<file path="src/rtl/soi_sample_fifo_if.sv">
// Read-side handshake between the SOI sampler FIFO and the host reader.
// The master drives valid/data and the slave drives ready.
interface soi_sample_fifo_if #(
    parameter int REC_W = 52
);
    logic             rd_valid;
    logic             rd_ready;
    logic [REC_W-1:0] rd_data;

    modport master (output rd_valid, output rd_data, input rd_ready);
    modport slave  (input rd_valid, input rd_data, output rd_ready);
endinterface

</file>
<file path="src/rtl/soi_sample_fifo.sv">
// Multi-channel SOI sampler.
// Enabled channels are captured either periodically or whenever they change.
// Each capture is timestamped and the record is pushed into a first-word-fall-through
// FIFO, which the host drains through a valid/ready handshake.
module soi_sample_fifo #(
    parameter int NUM_CH       = 4,
    parameter int CH_W         = 8,
    parameter int DEPTH        = 16,
    parameter int TS_W         = 16,
    parameter int STOP_ON_FULL = 0
) (
    input  logic                     clk,
    input  logic                     rst,
    input  logic [NUM_CH*CH_W-1:0]   soi_in,
    input  logic [NUM_CH-1:0]        ch_en,
    input  logic                     mode,
    input  logic [15:0]              period,
    input  logic                     arm,
    input  logic                     disarm,
    soi_sample_fifo_if.master        rd,
    output logic [$clog2(DEPTH):0]   level,
    output logic                     overflow,
    output logic [15:0]              drop_cnt,
    output logic                     running
);
    localparam int AW    = $clog2(DEPTH);
    localparam int VAL_W = NUM_CH * CH_W;
    localparam int REC_W = TS_W + NUM_CH + VAL_W;

    typedef enum logic [1:0] {S_IDLE, S_RUN, S_STOP} state_t;

    state_t             state, state_nxt;
    logic [TS_W-1:0]    ts;
    logic [15:0]        pcnt;
    logic [15:0]        per_eff;
    logic [VAL_W-1:0]   last;
    logic [VAL_W-1:0]   masked;
    logic [NUM_CH-1:0]  diff;
    logic [NUM_CH-1:0]  mask;
    logic [REC_W-1:0]   mem [DEPTH];
    logic [AW:0]        wptr, rptr;
    logic               full, empty, pop, push, drop;
    logic               per_hit, cap_evt, enter_run;

    // Per-channel masking and change detection against the last captured values
    always_comb begin
        masked = '0;
        diff   = '0;
        for (int i = 0; i < NUM_CH; i++) begin
            masked[i*CH_W +: CH_W] = ch_en[i] ? soi_in[i*CH_W +: CH_W] : '0;
            diff[i] = ch_en[i] && (soi_in[i*CH_W +: CH_W] != last[i*CH_W +: CH_W]);
        end
    end

    // Capture event decode and FIFO handshake qualifiers
    always_comb begin
        per_eff = (period == 16'd0) ? 16'd1 : period;
        // >= keeps the counter wrapping if period is lowered mid-run
        per_hit = (pcnt >= per_eff - 16'd1);
        cap_evt = (state == S_RUN) && (mode ? (|diff) : per_hit);
        mask    = mode ? diff : ch_en;
        empty   = (wptr == rptr);
        full    = (wptr[AW] != rptr[AW]) && (wptr[AW-1:0] == rptr[AW-1:0]);
        pop     = !empty && rd.rd_ready;
        // A pop in the same cycle frees the slot the new record lands in
        push    = cap_evt && (!full || pop);
        drop    = cap_evt && full && !pop;
    end

    // Next-state logic for the capture controller; disarm has priority over arm
    always_comb begin
        state_nxt = state;
        unique case (state)
            S_IDLE: if (!disarm && arm) state_nxt = S_RUN;
            S_RUN: begin
                if (disarm)                          state_nxt = S_IDLE;
                else if (STOP_ON_FULL != 0 && full)  state_nxt = S_STOP;
            end
            S_STOP: begin
                if (disarm)             state_nxt = S_IDLE;
                else if (arm && !full)  state_nxt = S_RUN;
            end
            default: state_nxt = S_IDLE;
        endcase
        enter_run = (state != S_RUN) && (state_nxt == S_RUN);
    end

    // Controller state register
    always_ff @(posedge clk) begin
        if (rst) state <= S_IDLE;
        else     state <= state_nxt;
    end

    // Free-running timestamp, period counter and last-sample registers
    always_ff @(posedge clk) begin
        if (rst) begin
            ts   <= '0;
            pcnt <= '0;
            last <= '0;
        end else begin
            ts <= ts + 1'b1;
            if (enter_run)            pcnt <= '0;
            else if (state == S_RUN)  pcnt <= per_hit ? 16'd0 : pcnt + 16'd1;
            if (enter_run || cap_evt) last <= masked;
        end
    end

    // FIFO pointers, sticky overflow and saturating drop counter
    always_ff @(posedge clk) begin
        if (rst) begin
            wptr     <= '0;
            rptr     <= '0;
            overflow <= 1'b0;
            drop_cnt <= '0;
        end else begin
            if (push) wptr <= wptr + 1'b1;
            if (pop)  rptr <= rptr + 1'b1;
            if (drop) begin
                overflow <= 1'b1;
                if (drop_cnt != 16'hFFFF) drop_cnt <= drop_cnt + 16'd1;
            end
        end
    end

    // Record storage; contents are qualified by the pointers, so no reset
    always_ff @(posedge clk) begin
        if (push) mem[wptr[AW-1:0]] <= {ts, mask, masked};
    end

    // Fall-through read port and status outputs
    always_comb begin
        rd.rd_valid = !empty;
        rd.rd_data  = empty ? '0 : mem[rptr[AW-1:0]];
        level       = wptr - rptr;
        running     = (state == S_RUN);
    end
endmodule
</file>
<file path="src/flat_wrapper.sv">
// flat-port wrapper written by rule: the top's interface ports become plain ports
module soi_sample_fifo_flat 
#(
    parameter int NUM_CH       = 4,
    parameter int CH_W         = 8,
    parameter int DEPTH        = 16,
    parameter int TS_W         = 16,
    parameter int STOP_ON_FULL = 0
)
  (clk, rst, soi_in, ch_en, mode, period, arm, disarm, level, overflow, drop_cnt, running, rd_rd_valid, rd_rd_data, rd_rd_ready);
  soi_sample_fifo_if rd_i ();
  input  logic clk;
  input  logic rst;
  input  logic [NUM_CH*CH_W-1:0] soi_in;
  input  logic [NUM_CH-1:0] ch_en;
  input  logic mode;
  input  logic [15:0] period;
  input  logic arm;
  input  logic disarm;
  output logic [$clog2(DEPTH):0] level;
  output logic overflow;
  output logic [15:0] drop_cnt;
  output logic running;
  output wire logic [$bits(rd_i.rd_valid)-1:0] rd_rd_valid;
  output wire logic [$bits(rd_i.rd_data)-1:0] rd_rd_data;
  input wire logic [$bits(rd_i.rd_ready)-1:0] rd_rd_ready;
  assign rd_rd_valid = rd_i.rd_valid;
  assign rd_rd_data = rd_i.rd_data;
  assign rd_i.rd_ready = rd_rd_ready;
  soi_sample_fifo #(.NUM_CH(NUM_CH), .CH_W(CH_W), .DEPTH(DEPTH), .TS_W(TS_W), .STOP_ON_FULL(STOP_ON_FULL)) u_core (.clk(clk), .rst(rst), .soi_in(soi_in), .ch_en(ch_en), .mode(mode), .period(period), .arm(arm), .disarm(disarm), .rd(rd_i), .level(level), .overflow(overflow), .drop_cnt(drop_cnt), .running(running));
endmodule
</file>
<file path="config.mk">
export PLATFORM = sky130hd
export DESIGN_NAME = soi_sample_fifo_flat
export DESIGN_NICKNAME = d
export VERILOG_FILES = /design/src/rtl/soi_sample_fifo_if.sv /design/src/rtl/soi_sample_fifo.sv /design/src/flat_wrapper.sv
export SDC_FILE = /design/constraint.sdc
export NUM_CORES = 1
export LEC_CHECK = 0
export CAP_MARGIN = 20
export CORE_UTILIZATION = 53
export CTS_CLUSTER_SIZE = 16
export DETAILED_ROUTE_END_ITERATION = 12
export PLACE_DENSITY = 0.67
export SLEW_MARGIN = 5
export SYNTH_ARGS = -nofsm -noshare
export SYNTH_HDL_FRONTEND = slang
export SYNTH_SLANG_ARGS = --single-unit
</file>
<file path="constraint.sdc">
create_clock -name clk -period 12.26 [get_ports clk]
set_input_delay 1.839 -clock clk [delete_from_list [all_inputs] [get_ports clk]]
set_output_delay 1.839 -clock clk [all_outputs]
set_load 0.02 [all_outputs]
</file>
After elaboration in Yosys (flattened, before gate mapping)
Memories as Yosys holds them, arrays and structs flattened. A register that Yosys moved wholly into a read port is not among the register bits.
Cells that the tools add are included.
- register bits: 93
- output and inout port bits: 76
- bits in read-only memories: 0
- memories kept: 1
- logic and storage cells: 71
- RAM bits: 832
- latch bits: 0
- bitwise operators: 0
- $mul: 0
- reductions and logical operators: 24
- add/sub/neg operators: 7
- equality and inequality tests: 12
- divide/modulo/power cells: 0
- shift-type cells: 0
- $lt $le $gt $ge: 1
- muxes and demuxes: 18
- memories (name ; depth ; bits a word ; read ports ; clocked after Yosys merged registers in ; wr ports ; RTL line ; RTL):
    u_core.mem ; 16 ; 52 ; 1 ; 1 ; 1 ; soi_sample_fifo.sv:40 ; logic [REC_W-1:0] mem [DEPTH];
- operators by type and width (kind ; count):
    two-way mux 52 bit ; 1
    adder 16 x 1 -> 16 bit, second input constant ; 3
    two-way mux 16 bit ; 2
    two-way mux 8 bit ; 4
    != test 8 bit ; 4
    >= comparator 16 bit ; 1
    zero test 16 bit ; 1
    != test 16 bit, second input constant ; 1
    subtractor 16 x 1 -> 16 bit, second input constant ; 1
    logical AND 1 bit ; 13
    two-way mux 4 bit ; 3
    adder 5 x 1 -> 5 bit, second input constant ; 2
    two-way mux 2 bit ; 4
    case mux 2 bit (3 select lines) ; 1
    == test 5 bit ; 1
    subtractor 5 bit ; 1
    == test 2 x 1 -> 1 bit, second input constant ; 2
    == test 4 bit ; 1
    zero test 1 bit ; 4
    OR reduction 4 bit ; 1
    two-way mux 1 bit ; 3
    == test 2 bit, second input constant ; 1
    zero test 2 bit ; 1
    logical OR 1 bit ; 2
    other kinds (4) ; 4

Logic depth before layout (Yosys ltp)
Gate-level depths: netlist (run 1).
- depth after elaboration: 10
- depth in mapped cells: 20
- gate-level depth less buffers: 17

Worst setup path before layout (run 1)
No wires, ideal clock.
- kind: input port to flip-flop
- from: input period[5]
- to: memory u_core.mem[11][0], enable pin
- setup slack: 5239 ps
- stages on the path: 18
- arrival: 6605 ps
- buffers on the path: 1
- cells stage by stage: or4_1 -> nor4_2 -> nor3b_1 -> a31oi_1 -> ha_1 -> and2_1 -> nand2_1 -> nor4_1 -> xnor2_1 -> ha_1 -> nand4_2 -> nor4_1 -> o31ai_1 -> a41oi_2 -> o21ai_2 -> nor2_1 -> clkbuf_1 -> and3_1
- word-level cells in the longest chain between the ends: 9
- RTL lines (what ; RTL line ; RTL):
    start, declared ; flat_wrapper.sv:17 ; input logic [15:0] period;
    zero test 16 bit ; soi_sample_fifo.sv:57 ; per_eff = (period == 16'd0) ? 16'd1 : period;
    two-way mux 16 bit (*) ; soi_sample_fifo.sv:57 ;
    subtractor 16 x 1 -> 16 bit (*) ; soi_sample_fifo.sv:59 ; per_hit = (pcnt >= per_eff - 16'd1);
    >= comparator 16 bit (*) ; soi_sample_fifo.sv:59 ;
    two-way mux 1 bit (*) ; soi_sample_fifo.sv:60 ; cap_evt = (state == S_RUN) && (mode ? (|diff) : per_hit);
    logical AND 1 bit (*) ; soi_sample_fifo.sv:60 ;
    logical AND 1 bit (*) ; soi_sample_fifo.sv:66 ; push = cap_evt && (!full || pop);
    two-way mux 1 bit (*) ; soi_sample_fifo.sv:127 ; if (push) mem[wptr[AW-1:0]] <= {ts, mask, masked};
    two-way mux 1 bit (implied by the code) (*) ; soi_sample_fifo.sv:127 ;
    end, declared ; soi_sample_fifo.sv:40 ;
Every way passes the cells marked *; elsewhere a longest branch is shown, timed or not.

Worst setup path after layout (run 1)
- from: input period[4]
- to: memory u_core.mem[12][22], enable pin
The elaborated chain is that of the path after synthesis.

==> run summary, run 1 <==
In the final layout, the multi-input gates occupy 9720 um^2. The signal on the critical path passes through clkdlybuf4s50_1, or4_1, nor4_2, nor3b_1, a31oi_1, ha_1, and2_1, nand2_1, nor4_1, xnor2_1, ha_1, nand4_2, nor4_1, o31ai_1, a41oi_2, o21ai_2, buf_4, nor2_1, and3_4. The startpoint identified for the worst register-to-register timing path is u_core.pcnt[14]. The tools report the worst clock skew on the final layout as 0.0226 ns. The initial core utilization was 0.539. The final number of max-transition violations came out at 0.

For this block, the via count after detailed routing is 18.4k. The most congested layer reported by global routing was met2. In this design, the stage delay of the slowest critical-path cell is 1.03 ns.

The worst slew margin relative to its limit is 0.267. For the post-cts sizing count, the log shows 0. For the met1 track demand over resource, the log shows 0.323.

The critical path starts at period[4]. Clock-pin slew was measured on the worst setup and hold paths at 0.06 ns. The data required time of the critical path was 12.52 ns; the count of port buffers added during placement was 133.

The final non-filler cell area came out at 42600 um^2. For this design, the sink count on the clock tree is 929. Leaving out fill and tap cells, the most frequent cells in the layout are edfxtp_1 (832), mux4_2 (260), clkdlybuf4s50_1 (132).

The analysis attributes to cell leakage a power of 13.1 nW. Each instance of the synthesized netlist takes up on average 19.6 um^2. The detailed router finished its first iteration with 1418 violations.

Post-synth design cell area: 37200 um^2. The tools report the number of global-route vias before repair as 19.6k. The clock reaches the later pin of the worst-skew pair after 0.65 ns. Together, buffers and inverters on the worst path number 2.

The run gives 0 as the max capacitance violation total. The fraction of final layout cells with drive strength greater than 1 is 0.209. The logs give 0.0307 for the met3 track utilization from global routing and 0.523 for the fraction of power consumed by sequential logic. After detailed routing, the number of remaining DRC violations is 0. The tools report the element type at the critical path start as a primary input.

The share of synthesized flip-flops with an asynchronous set or reset came out at 0. For the register-to-register setup slack, the log shows 8.20 ns. The number of filler cells placed in the layout came out at 4877. The floorplan step set the die height to 267 um. The number of warning messages in the yosys log was 0; the post-route antenna net violation count was 0.

The power per cell area came out at 156 nW/um^2. Among all stages on the critical path, the largest delay is contributed by and3_4. The logs give 0 for the count of final hold-check violations and 6.63 mW for the total power after layout.

Across the VDD grid, the largest voltage drop is 0.0956 mV. Among all flip-flop cells after synthesis, the most frequent one is edfxtp_1. Before antenna repair, the detailed router went through 5 iterations. For the final routed database, the setup TNS stands at 0 ns. Arrival time of the worst setup path: 7.75 ns. The sequential cells in the finished layout cover a total of 26900 um^2. The kind of cell with the highest combined delay along the critical path is simple AND/OR/NAND/NOR gates. The HPWL after detailed placement was 42.5 mm.

The tools report the endpoint of the most critical setup path as u_core.mem[12][22]. The run finished with clean final reports. The post-synthesis compound-gate area fraction was 0.0268; the horizontal die dimension was 267 um.

The area of the die is 71200 um^2. In this run the critical register-to-register path is captured at u_core.mem[12][22]. The switching power share of the total came out at 0.205.

The number of enable-type register cells in the synthesized netlist came out at 832. In this run the cell area measured after placement is 39500 um^2. Setup repair after global routing left no endpoint under its margin. Derived from the worst setup path, the maximum achievable clock frequency is 0.133 GHz. The worst setup path category was in -> reg. The time the final worst path needs with I/O delays and setup works out to 7.50 ns. The area share of fa/ha/maj cells after synthesis came out at 0.0103. After synthesis, the largest family of logic cells by area is multiplexers. Synthesis produced a netlist whose cell count is 1897. The tools report the clock power share as 0.429. The congestion estimate from routability-driven global placement came to 0.808.

The clock root buffer master was clkbuf_16. The share of the clock period used by the worst path after layout came out at 0.612. Internal power comes to 5.27 mW. The area inside the core boundary was 68900 um^2. The multiplexer fraction of the synthesized cell area was 0.159.

TritonCTS built the clock tree. The xor/xnor cell area share of the yosys netlist is 0.0184, and the number of distinct standard cells referenced by the synthesized netlist is 48. Dividing the detail-routed via count by the number of cells gives 6.04. The logs give 0.049 for the combinational share of power and 0 for the antenna diode count. Setup violations remaining at the end of the flow were counted as 0. In this run, CTS created clock tree buffers numbering 94. Pin placement for this block handled 134 I/O pins. The number of H-tree levels was 3; the maximum root-to-sink buffer count was 3. Final global-route overflow total: 0. In this run the number of cells on the critical path is 19. The post-synthesis to final-layout area growth works out to 14.6%. The fraction of the mapped netlist area in simple logic gates is 0.0445, and the transition time of the tightest slew-check pin is 1.10 ns. The worst reg-to-reg path cell count is 9. The maximum fanout count along the critical path came out at 52. The logs give 0.379 for the met2 track utilization from global routing and 0.725 for the sequential area share after synthesis.

The tools report the critical path endpoint category as a register. After clock tree synthesis, the flow added hold-fix buffers numbering 0. After floorplanning, the core was divided into 96 placement rows.

The net switching component of the power is 1.36 mW, and the total length of routed wires is 78.1 mm. The post-CTS setup buffer count was 0. The most common cell after layout, fill and taps aside was edfxtp_1. At the end of the flow, the number of nets in the layout was 2132. The total nets after synthesis is 1985.

The number of antenna violations at the first check in global routing came out at 0. The global-route wire length before repair was 120 mm. The wire length per cell came out at 25.6 um.

In this run, synthesis produced a sequential element count of 929. For the maximum number of pins on one net before global-route repair, the log shows 86. The tightest min-delay check is of the reg -> reg type. For the overall global routing resource usage, the log shows 0.229.
## through the flow
stage                     hold slack [ns]   util  instances  setup slack [ns]
final                               0.473  0.618       3055              4.76
after detailed placement            0.467  0.573       2877              4.08
after floorplan                     0.455      -       1897              5.24
after global placement              0.462  0.573       2877              4.30
after CTS                           0.476  0.617       3053              4.74
after global routing                0.496  0.618       3055              4.37
## registers in the layout, summed over array words and instances, names as in the netlist, named ones only
register and flops:
u_core.wptr 5, u_core.ts 16, u_core.overflow 1, u_core.drop_cnt 16, u_core.state 2, u_core.last 32
u_core.rptr 5, u_core.mem 832, u_core.pcnt 16
## tightest hold or removal path: cells and delay by family (launching register included)
family	cells	cell delay, ns
DFF	1	0.31
AOI/OAI and AO/OA	1	0.06
buffers and inverters	1	0.05
## power groups by stage
stage | combinational (mW) | clock, mW | sequential (mW)
6_report | 0.322 | 2.84 | 3.46
5_1_grt | 0.349 | 3.01 | 3.46
4_1_cts | 0.326 | 2.88 | 3.46
3_5_place_dp | 0.325 | 0 | 3.53
3_3_place_gp | 0.319 | 0 | 3.53
2_1_floorplan | 0.214 | 0 | 3.52
## worst min path at each step
stage	startpoint	end	slack (ns)	depth (start not counted)
after floorplan	u_core.state[1]	u_core.state[1]	0.45	2
after global placement	u_core.last[13]	u_core.last[13]	0.46	2
after detailed placement	u_core.last[16]	u_core.last[16]	0.47	2
after CTS	u_core.last[16]	u_core.last[16]	0.48	2
after global routing	u_core.last[28]	u_core.last[28]	0.50	2
final	u_core.last[5]	u_core.last[5]	0.47	2
## Yosys cell counts (all sizes together), types with 2 or more instances
cell	instances	area, um^2
o211ai	32	240
or4	12	90.1
nor4	6	43.8
mux2	5	56.3
buf	44	196
xor2	22	193
mux4	260	5860
o21ai	21	109
a31oi	3	18.8
dfxtp	97	1940
nand2b	2	12.5
and3	22	138
nand2	31	116
nand3	21	105
nand4	23	150
o31ai	11	82.6
nor2b	10	62.6
o21a	3	22.5
a21oi	33	165
and2	87	544
clkbuf	57	214
or3	10	62.6
nor3	6	30.0
inv	53	199
nor2	60	233
o211a	2	20.0
a21o	2	15.0
and4	5	43.8
ha	29	363
o41ai	32	280
xnor2	56	490
edfxtp	832	25000
## area by class of cell
type,instances,area share
Clock buffer,135,0.0609
Clock inverter,41,0.0112
Inverter,53,0.00467
Multi-Input combinational cell,814,0.228
Sequential cell,929,0.632
Tap cell,931,0.0273
Timing Repair Buffer,152,0.0353
## kinds of logic (layout without fill, tap and decap cells)
kind of cell,Yosys count,after routing
buf+inv,154,381
compound gates,143,143
mux,265,265
fa+ha+maj,30,30
flops,929,929
xor+xnor,78,78
simple gates,298,298
## layer usage
metal  routed length [um]  vias up
met5                    0        -
met4                 1380        0
met3                 3740       91
met2                39100      522
met1                33900     9785
li1                     -     8050
Note: power is estimated with default switching activity, not from simulation.
==> inputs of run 2 (changes only) <==
==> constraint.sdc (replaced) <==
create_clock -name clk -period 7.6 [get_ports clk]
set_input_delay 1.14 -clock clk [delete_from_list [all_inputs] [get_ports clk]]
set_output_delay 1.14 -clock clk [all_outputs]
set_load 0.02 [all_outputs]
==> run summary, run 2 (synthesis results as in run 1) <==
The die covers 71200 um^2. The number of setup buffers added after CTS is 0. At the pin with the least slew margin, the transition time is 1.14 ns.

The run gives 7.94 ns as the data required time of the critical path. The wire length per cell came out at 27.2 um. The worst setup path category was in -> reg. 134 I/O pins were placed. The congestion estimate from routability-driven global placement came to 0.810. The switching power share of the total was 0.210. The y dimension of the die works out to 267 um.

The final layout contains 2156 nets. The final number of max-transition violations came out at 0. Setup repair after global routing left no endpoint under its margin. Clock power share: 0.429. Prior to clock tree synthesis, the placed netlist has a worst setup slack of 0.574 ns. The peak clock frequency supported by timing is 0.156 GHz. Power spread over the standard cell area amounts to 249 nW/um^2.

For this block, the initial DRC count from the detailed router was 1579. The initial core utilization was 0.539; the maximum root-to-sink buffer count was 3. The net switching component of the power was 2.25 mW; the hold buffer count at cts was 0. For the number of antenna violations at the first check in global routing, the log shows 0. The run gives 929 as the CTS sink count.

The run gives 0 as the post-route antenna net violation count. STA classifies the critical path endpoint as a register. The final route contains 18.8k vias. At the later pin of the worst-skew pair, clock insertion delay measures 0.66 ns.

The run gives 5 as the length of the first detailed-routing pass in iterations. The tools report the overall global routing resource usage as 0.244. The combinational share of power was 0.050; the number of flip-flops in the largest register was 832.

The horizontal die dimension was 267 um; the worst slew margin relative to its limit was 0.238. IR analysis of the VDD net gives a maximum drop of 0.161 mV. TritonCTS built the clock tree. Data on the critical path arrives at its endpoint at 6.74 ns. The most common cell after layout, fill and taps aside was edfxtp_1. The HPWL after detailed placement was 48.8 mm; the count of unresolved DRC violations after routing was 0. The final global-route overflow total was 0; the worst clock skew on the final layout was 0.0273 ns. The kind of path behind the tightest hold check was reg -> reg.

The CTS clock-pin slew for the worst setup and hold paths is 0.06 ns. The share of the clock period used by the worst path after layout came out at 0.841. Setup violations remaining at the end of the flow were counted as 0. The H-tree generated during clock tree synthesis spans 3 levels. For the area inside the core boundary, the log shows 68900 um^2. The time the final worst path needs with I/O delays and setup works out to 6.40 ns. Across all setup checks in the final design, the least slack found is 1.20 ns. The number of vias per cell works out to 6.10. The maximum fanout count along the critical path was 30. From synthesis to final layout, the design area changed by 15.7%. The antenna diode count is 0, and the summed negative setup slack over all endpoints is 0 ns. The top cell types in the final layout, fill and taps aside, are edfxtp_1 (832), mux4_2 (260), clkdlybuf4s50_1 (132). The tools report the number of global-route vias before repair as 19.5k. The tools report the static power due to leakage as 13.3 nW. The flow ran to the end, and the final reports show no timing, DRC or antenna violations. The fraction of final layout cells with drive strength greater than 1 was 0.225; the internal portion of total power was 8.48 mW. The routed design has 83.9 mm of wire. In this run, post-CTS repair resized a total of 0 instances.

Max-cap violations in this run came to 0. Buffers placed on the I/O ports in this run total 133. The run gives 136 as the maximum number of pins on one net before global-route repair.

The run gives 0.520 as the fraction of power consumed by sequential logic. Number of filler cells placed in the layout: 4725. The tools report the clock root buffer master as clkbuf_16.

The number of clock buffers inserted by TritonCTS is 95, and the number of cell rows is 96. The element type at the critical path start is a primary input. The first global-routing pass estimated 126 mm of wire. The count of final hold-check violations is 0.
==> run 2: worst paths after layout <==
check,end,slack [ns],from,depth (start not counted)
worst max register to register,u_core.mem[8][5],3.46,u_core.last[23],9
worst min-delay path,u_core.last[6],0.48,u_core.last[6],2
worst max-delay path,u_core.mem[8][5],1.20,period[4],20
worst min register to register,u_core.last[6],0.48,u_core.last[6],2
==> run 2: critical path, cell delays in order <==
cell	delay [ns]
clkdlybuf4s50_1	0.51
or4_1	0.62
nor4_2	0.24
nor3b_1	0.41
a31oi_1	0.19
ha_1	0.27
and2_1	0.18
nand2_1	0.09
nor4_1	0.06
xnor2_1	0.14
ha_1	0.34
nand4_2	0.11
nor4_1	0.30
o31ai_1	0.17
a41oi_2	0.26
o21ai_2	0.33
nor2_1	0.20
buf_4	0.23
and3_4	0.62
buf_4	0.29
==> run 2: cell type report <==
class	count	area [um^2]	area share
Clock buffer	123	2610	0.0606
Tap cell	931	1160	0.0271
Multi-Input combinational cell	814	9720	0.226
Sequential cell	929	26900	0.626
Clock inverter	56	519	0.0121
Timing Repair Buffer	175	1870	0.0434
Inverter	53	199	0.00463
==> run 2: power by group through the flow <==
stage	combinational (mW)	clock, mW	sequential, mW
floorplan	0.345	0	5.68
global placement	0.538	0	5.69
global route	0.577	4.87	5.58
CTS	0.549	4.67	5.58
finish	0.539	4.60	5.58
detailed placement	0.546	0	5.69
==> run 2: stage by stage <==
| step | utilization | instance area (um^2) | std cells | total power [mW] | hold slack, ns |
|---|---|---|---|---|---|
| 2_1_floorplan | - | 37200 | 1897 | 6.02 | 0.455 |
| 3_3_place_gp | 0.578 | 39900 | 2901 | 6.23 | 0.454 |
| 3_5_place_dp | 0.579 | 39900 | 2902 | 6.24 | 0.469 |
| 4_1_cts | 0.624 | 43000 | 3081 | 10.8 | 0.478 |
| 5_1_grt | 0.624 | 43000 | 3081 | 11.0 | 0.501 |
| 6_report | 0.624 | 43000 | 3081 | 10.7 | 0.476 |
==> run 2: layer usage <==
layer | track usage | vias to the layer above | wire (um)
met3 | 0.0432 | 91 | 5720
met2 | 0.400 | 700 | 41800
met4 | 0.0592 | 0 | 1270
met5 | 0 | - | 0
li1 | - | 8102 | -
met1 | 0.343 | 9900 | 35100
==> inputs of run 3 (changes only) <==
==> constraint.sdc (replaced) <==
create_clock -name clk -period 6.2 [get_ports clk]
set_input_delay 0.93 -clock clk [delete_from_list [all_inputs] [get_ports clk]]
set_output_delay 0.93 -clock clk [all_outputs]
set_load 0.02 [all_outputs]
==> run summary, run 3 (synthesis results as in run 1) <==
Data on the critical path arrives at its endpoint at 6.02 ns. The tools report the I/O pin total as 134. The y dimension of the die is 267 um. The congestion estimate from routability-driven global placement came to 0.810. The run gives 0 ns as the summed negative setup slack over all endpoints. Hold buffer count at cts: 0. Leaving out fill and tap cells, the most frequent cell in the layout is edfxtp_1. The wire length per cell was 27.6 um; the max capacitance violation total was 0. Clock-pin slew was measured on the worst setup and hold paths at 0.06 ns. The number of cell rows was 96.

CTS built an H-tree with a depth of 3. The maximum fanout count along the critical path works out to 23. In this run, post-CTS repair resized a total of 0 instances. The register with the most flip-flops in the layout has 832 of them. Setup repair after global routing left no endpoint under its margin. The fraction of final layout cells with drive strength greater than 1 was 0.221; the number of filler cells placed in the layout was 4756.

Clock root buffer master: clkbuf_16. The global routing stage identified its most utilized layer as met1. The number of vias per cell was 6.18; the maximum number of pins on one net before global-route repair was 86. The logs give 13.3 nW for the static power due to leakage and 929 for the CTS sink count. The run gives 0.624 as the end-of-flow core utilization. Clock latency on the worst-skew pair, taken at its later pin, is 0.64 ns. After detailed placement, the design holds a cell count of 2916. The tools report the met1 track demand over resource as 0.372. Based on the critical path, the design can be clocked at up to 0.176 GHz. The area of the die is 71200 um^2. The worst slew margin relative to its limit came out at 0.290. The overall global routing resource usage is 0.246. Port buffering added 133 buffers. The number of global-route vias before repair is 19.2k, and the length of the first detailed-routing pass in iterations is 5.

The cell family contributing the most delay on the critical path is simple AND/OR/NAND/NOR gates. The worst clock skew on the final layout is 0.0290 ns. On the critical path, the stage with the largest delay is an instance of or4_1. At the worst endpoint, the required time is 6.53 ns. For this run the aggregate overflow at the end of global routing stands at 0.

Initial core utilization: 0.539. In this run, CTS created clock tree buffers numbering 90. The run finished with clean final reports. The met2 track utilization from global routing is 0.362, and the worst ir drop on vdd is 0.191 mV.

In this run the power density over the cells is 299 nW/um^2. After the first detailed-routing iteration, the DRC count stood at 1900. Critical path endpoint category: a register. The horizontal die dimension works out to 267 um. With fillers left out, the area of the finished cells amounts to 43100 um^2.

The run gives 0 as the total of endpoints with negative setup slack in the final report. The logs give 3 for the maximum root-to-sink buffer count and 0 for the post-CTS setup buffer count. The final number of max-transition violations is 0, and the number of buffers and inverters on the critical path is 3.

The area growth from synthesis to layout is 15.9%. Once detail routing completed, the nets flagged for antenna violations numbered 0. Time the final worst path needs with I/O delays and setup: 5.69 ns. In this design, the stage delay of the slowest critical-path cell is 0.64 ns. At the pin with the least slew margin, the transition time is 1.07 ns. The met3 track utilization from global routing is 0.0591. The library cells used most frequently in the layout, excluding fill and tap cells, are edfxtp_1 (832), mux4_2 (260), clkdlybuf4s50_1 (132). The share of the clock period used by the worst path after layout came out at 0.917. Walking the worst path, the cells encountered are clkdlybuf4s50_1, or4_1, nor4_2, nor3b_1, a31oi_1, ha_1, and2_1, nand2_1, nor4_1, xnor2_1, ha_1, nand4_2, nor4_1, o31ai_1, a41oi_2, o21ai_2, nor2_1, buf_4, and3_4, buf_12.

The first global-routing pass estimated 126 mm of wire. The final cell count without fillers is 3081, and the tightest hold margin is 0.477 ns. The HPWL after detailed placement is 53.8 mm.

In this run the standard cell core region covers 68900 um^2. The logs give 2 for the number of antenna violations at the first check in global routing and 0 for the count of unresolved DRC violations after routing. The worst setup path is launched from a primary input.

After detailed placement, the total cell area comes to 40200 um^2. The run gives 85.2 mm as the total length of routed wires. The count of final hold-check violations was 0. The kind of path behind the tightest hold check was reg -> reg. The tools report the total number of vias as 19.0k. TritonCTS built the clock tree. In the final design database the tool counted 2165 nets.

The worst setup path is of the in -> reg kind.
run 3: path summary, 6_finish.rpt:
kind	start	to	slack (ns)	cells after the start
max reg2reg	u_core.last[23]	u_core.mem[14][48]	3.07	9
min reg2reg	u_core.last[28]	u_core.last[28]	0.48	2
min	u_core.last[28]	u_core.last[28]	0.48	2
max	period[5]	u_core.mem[6][20]	0.51	20
run 3: worst reg2reg max path, stage by stage (launching register included):
cell and delay [ns]:
dfxtp_1 0.32, xnor2_1 0.20, nand4_1 0.15, o21ai_0 0.62
nand4_1 0.53, o21ai_2 0.29, nor2_1 0.07, buf_4 0.21
and3_4 0.25, buf_12 0.17
run 3: metrics by stage:
stage / setup slack (ns) / power, mW
global route: 0.272 / 13.2
floorplan: 0.0884 / 7.38
finish: 0.513 / 12.9
detailed placement: -0.0555 / 7.68
CTS: 0.589 / 13.0
global placement: 0.225 / 7.67
run 3: power by group:
part / internal (mW) / switching (mW)
clock network: 3.09 / 2.22
registers: 6.81 / 0.0354
logic: 0.316 / 0.381
run 3: final cells by class:
type	count	area, um^2	share of cell area
clock buffer	120	2480	0.0576
inverter	53	199	0.00462
tap	931	1160	0.0271
antenna	1	2.50	0.0000581
sequential	929	26900	0.626
timing repair buffer	189	2170	0.0505
multi-input combinational	814	9720	0.226
clock inverter	44	379	0.00881
run 3: layer usage:
layer | wire length [um] | vias to the layer above
li1 | - | 8114
met1 | 36400 | 10000
met2 | 38800 | 806
met3 | 8330 | 94
met4 | 1680 | 0
met5 | 0 | -
